<file path="src/rtl/regfile_sb.sv">
// regfile_sb: register file with one write-back port, NREAD combinational read ports and a pending-write scoreboard.
// Build option: define REGFILE_SB_BYPASS_EN to forward same-cycle write-back data (and busy release) to the read ports.
module regfile_sb #(
   parameter int WIDTH = 32,
   parameter int DEPTH = 32,
   parameter int NREAD = 2,
   localparam int AW = $clog2(DEPTH)
) (
   input  logic                   clk,
   input  logic                   rst_n,
   input  logic [NREAD*AW-1:0]    rd_addr,
   output logic [NREAD*WIDTH-1:0] rd_data,
   output logic [NREAD-1:0]       rd_busy,
   input  logic                   we,
   input  logic [AW-1:0]          wa,
   input  logic [WIDTH-1:0]       wd,
   input  logic                   wr_stall,
   input  logic                   iss_valid,
   input  logic [AW-1:0]          iss_addr,
   input  logic                   flush,
   output logic [AW:0]            pend_cnt,
   output logic                   any_busy
);

   logic [WIDTH-1:0] r_rf [DEPTH];
   logic [DEPTH-1:0] r_pend;
   logic [AW:0]      r_cnt;
   logic [DEPTH-1:0] w_pend_nxt;
   logic [AW:0]      w_cnt_nxt;
   logic             w_commit;
   logic             w_set;

   // rst_n gating keeps forwarded data and busy quiet while reset is held.
   assign w_commit = rst_n & we & ~wr_stall & (wa != '0);
   assign w_set    = rst_n & iss_valid & ~flush & (iss_addr != '0);

   always_comb begin
      w_pend_nxt = r_pend;
      if (w_commit) w_pend_nxt[wa] = 1'b0;
      if (flush) w_pend_nxt = '0;
      else if (w_set) w_pend_nxt[iss_addr] = 1'b1;
      w_pend_nxt[0] = 1'b0;
      w_cnt_nxt = '0;
      for (int i = 1; i < DEPTH; i++) begin
         w_cnt_nxt = w_cnt_nxt + (AW+1)'(w_pend_nxt[i]);
      end
   end

   always_ff @(posedge clk or negedge rst_n) begin
      if (!rst_n) begin
         for (int i = 0; i < DEPTH; i++) r_rf[i] <= '0;
         r_pend <= '0;
         r_cnt  <= '0;
      end else begin
         if (w_commit) r_rf[wa] <= wd;
         r_pend <= w_pend_nxt;
         r_cnt  <= w_cnt_nxt;
      end
   end

   assign pend_cnt = r_cnt;

   // Entry 0 is never written and never pending, so it reads 0 / not busy for free.
   for (genvar g = 0; g < NREAD; g++) begin : g_rd
      logic [AW-1:0] w_ra;
      assign w_ra = rd_addr[g*AW +: AW];
`ifdef REGFILE_SB_BYPASS_EN
      logic w_hit;
      assign w_hit = w_commit & (wa == w_ra);
      assign rd_data[g*WIDTH +: WIDTH] = w_hit ? wd : r_rf[w_ra];
      assign rd_busy[g] = w_hit ? (w_set & (iss_addr == w_ra)) : r_pend[w_ra];
`else
      assign rd_data[g*WIDTH +: WIDTH] = r_rf[w_ra];
      assign rd_busy[g] = r_pend[w_ra];
`endif
   end

   assign any_busy = |rd_busy;

endmodule

</file>
<file path="config.mk">
export PLATFORM = sky130hd
export DESIGN_NAME = regfile_sb
export DESIGN_NICKNAME = d
export VERILOG_FILES = /design/src/rtl/regfile_sb.sv
export SDC_FILE = /design/constraint.sdc
export NUM_CORES = 2
export LEC_CHECK = 0
export ABC_AREA = 0
export CELL_PAD_IN_SITES_DETAIL_PLACEMENT = 1
export CELL_PAD_IN_SITES_GLOBAL_PLACEMENT = 1
export CORE_MARGIN = 3
export CORE_UTILIZATION = 45
export CTS_CLUSTER_SIZE = 25
export DETAILED_ROUTE_END_ITERATION = 8
export PLACE_DENSITY_LB_ADDON = 0.1
export SLEW_MARGIN = 20
export SYNTH_ARGS = -nofsm -noshare
export SYNTH_HDL_FRONTEND = slang
export SYNTH_SLANG_ARGS = --single-unit
</file>
<file path="constraint.sdc">
create_clock -name clk -period 6.5 [get_ports clk]
set_input_delay 0.975 -clock clk [delete_from_list [all_inputs] [get_ports clk]]
set_output_delay 0.975 -clock clk [all_outputs]
set_load 0.05 [all_outputs]
</file>
==> impl_metrics.ini <==
[worst_setup_path]
slowest_delay_ps = 540
critPathLaunchType = input pin
cp.buffers_inverters = 2
cp_top_family = adder cells
crit_type = input pin to flop
arrival_ps = 6940
regToRegStartpoint = r_pend[1]
cp-end-kind = flop
cpMostUsedCell = fa_1
worst-path-max-fanout = 8
crit_chain = clkdlybuf4s50_1, nand3b_1, or3_1, nor2b_4, nand2b_1, a21o_1, fa_1, fa_1, fa_1, fa_1, fa_1, inv_1, fa_1, fa_1, fa_1, a21o_1, a21oi_1, xnor2_1
cp_slowest_cell = fa_1
cp-startpoint = wr_stall
cp.required_ps = 7170

[sta]
setup_slack_ps = 228.4
finalHoldViolations = 0
rsz0062_at_grt = no
max_slew_margin = 0.2450
setup_viol_count_final = 0
max_freq_mhz = 159.5
whs_ps = 372.9
final.period_utilization = 0.9649
min_period_ps = 6272
drv_slew = 0
clock_skew_ps = 5.877
worstMarginPinSlew_ps = 1130

[global_route]
grt_use_met3 = 0.04239
overflow = 0
grt_pass1_wl_mm = 273.9
top_usage_layer = met2
grt_max_degree = 173
use_met1 = 0.3777
use_met2 = 0.4820
first_global_vias = 39533
antenna_found_initial = 6
grt_usage = 0.2848

[power]
power_mw = 16.95
vdd_drop_max_uv = 286.5
power_leakage_nw = 29.25
cellPowerDensity_mw_per_mm2 = 262.0

[final_layout]
instances_no_fill = 5446
drive_gt1_frac = 0.5115
syn_to_final_growth_pct = 12.81
utilization = 0.5131
nets = 3802
final_common_cell = dfrtp_1
layout_common_cells = 1061 x dfrtp_1, 961 x mux2_2, 530 x mux4_2

[drt]
dr.pass1.iters = 7
drt_first_iter_violations = 2529
drc = 0
via_count = 35210
viasPerCell = 6.465
post_drt_wl_per_cell_um = 33.86
ant_nets = 0
wl_mm = 184.4

[placement]
place_hpwl_mm = 108.2
place_congestion = 0.8498
place_inst = 5231
place_ws_ps = -587.0
place.port_buffers = 130

[synth]
ys_seq_elements = 1061
synth_cell_types = 52
synthArstFlopShare = 1.000
syn_inst = 3674
synth_area_mm2 = 0.05734
syn_avg_cell_area_um2 = 15.61
synth_edf_count = 0
seq_area_frac_synth = 0.4631
ys.flop_type = dfrtp_1
yosysWarnings = 0
postSynthNetCount = 3762

[cts]
holdBufCountCts = 0
clockBufferDepth = 3
clock-sinks = 1061
clk_latency_ps = 750
htreeDepth = 4
cts_tree = built
clk_pin_slew_ps = 60
cts_buffers = 130
cts_root_buf = clkbuf_16

[floorplanning]
core_region_area_mm2 = 0.1261
die_w_um = 363.0
initial_utilization = 0.4548
rows = 130
die_h_um = 363.0
die_area_mm2 = 0.1317
io_pins = 131

[min_path]
hp-class = input pin to async pin

[run]
drv_cap = 0

[status]
status = completed
-- area by class of cell --
class,count,area [um2]
diodes,3,7.507
clock buffers,188,3869
clock inverters,23,244.0
fillers,11644,61380
inverters,25,106.4
multi-input cells,2174,28810
flip-flops and latches,1061,26550
well taps,1650,2064
repair buffers,322,3032
-- per-stage QoR --
stage	area (um2)	TNS [ps]
2_1_floorplan	57340	0
3_3_place_gp	60590	-1290
3_5_place_dp	60590	-1766
4_1_cts	64700	0
5_1_grt	64670	0
6_report	64680	0
-- flip-flops by register name, summed over array words and instances (netlist names) --
signal and count:
r_pend 31, pend_cnt 6, r_rf 1024
-- final timing paths --
kind / slack (ps) / cells after the start / to
max in group asynchronous: 1790 / 8 / r_rf[726]
hold reg to reg: 390 / 0 / r_rf[1011]
min in group clk: 390 / 0 / r_rf[1011]
setup reg to reg: 1100 / 15 / pend_cnt[4]
setup / recovery: 230 / 18 / pend_cnt[4]
hold / removal: 370 / 3 / r_rf[519]
-- routing by layer --
metal / vias to the layer above / share of wire
met4: 0 / 0.034
met1: 19717 / 0.42
met5: - / 0
li1: 14245 / -
met2: 941 / 0.50
met3: 307 / 0.042
-- power breakdown --
part           switching, mW  internal, mW
registers              0.379          7.12
clock network           2.86          4.25
logic                   1.14          1.20
-- timing repair --
| item | in CTS | in global routing |
|---|---|---|
| resized for setup | 0 | 1 |
| setup endpoints to repair | 0 | 1 |
| buffers inserted | 0 | 0 |
-- worst reg2reg max path, stage by stage (launching register included) --
cell and delay, ps:
dfrtp_1 420, nor2b_1 170, a21oi_1 60, or2_2 300, fa_1 450, fa_1 560
fa_1 450, fa_1 480, fa_1 510, inv_1 60, fa_1 470, fa_1 440
fa_1 470, a21o_1 190, a21oi_1 160, xnor2_1 140
-- cells by family after synthesis --
| kind of cell | count (synthesis) | share of synthesized area |
|---|---|---|
| buffers and inverters | 439 | 0.03708 |
| AOI/OAI and AO/OA | 195 | 0.02627 |
| xor gates and xnor gates | 3 | 0.0004583 |
| and+or+nand+nor | 227 | 0.02019 |
| adders and majority gates | 30 | 0.009558 |
| DFF | 1061 | 0.4631 |
| muxes | 1719 | 0.4434 |
-- cells in the mapped netlist (all sizes together) (2+ instances only) --
| master | n | area share |
|---|---|---|
| a221oi | 31 | 0.0047 |
| nor2b | 21 | 0.0023 |
| buf | 229 | 0.023 |
| nand3b | 6 | 0.00079 |
| or2 | 12 | 0.0013 |
| nand2 | 112 | 0.0073 |
| nor3b | 5 | 0.00083 |
| mux4 | 551 | 0.22 |
| and2 | 5 | 0.00055 |
| nor2 | 32 | 0.0027 |
| mux2i | 174 | 0.030 |
| fa | 23 | 0.0080 |
| mux2 | 994 | 0.20 |
| a21o | 15 | 0.0020 |
| nand3 | 7 | 0.00061 |
| a21oi | 23 | 0.0020 |
| inv | 24 | 0.0016 |
| clkbuf | 185 | 0.012 |
| and3 | 3 | 0.00033 |
| ha | 7 | 0.0015 |
| o21a | 34 | 0.0045 |
| a32o | 31 | 0.0054 |
| dfrtp | 1061 | 0.46 |
| o21ai | 7 | 0.00061 |
| a2111oi | 3 | 0.00046 |
| nor3 | 13 | 0.0019 |
| xnor2 | 2 | 0.00031 |
| nand4b | 3 | 0.00072 |
| nand2b | 5 | 0.00055 |
| a22oi | 43 | 0.0056 |
| a31oi | 4 | 0.00044 |
No activity file was read; power rests on OpenSTA's default activity.
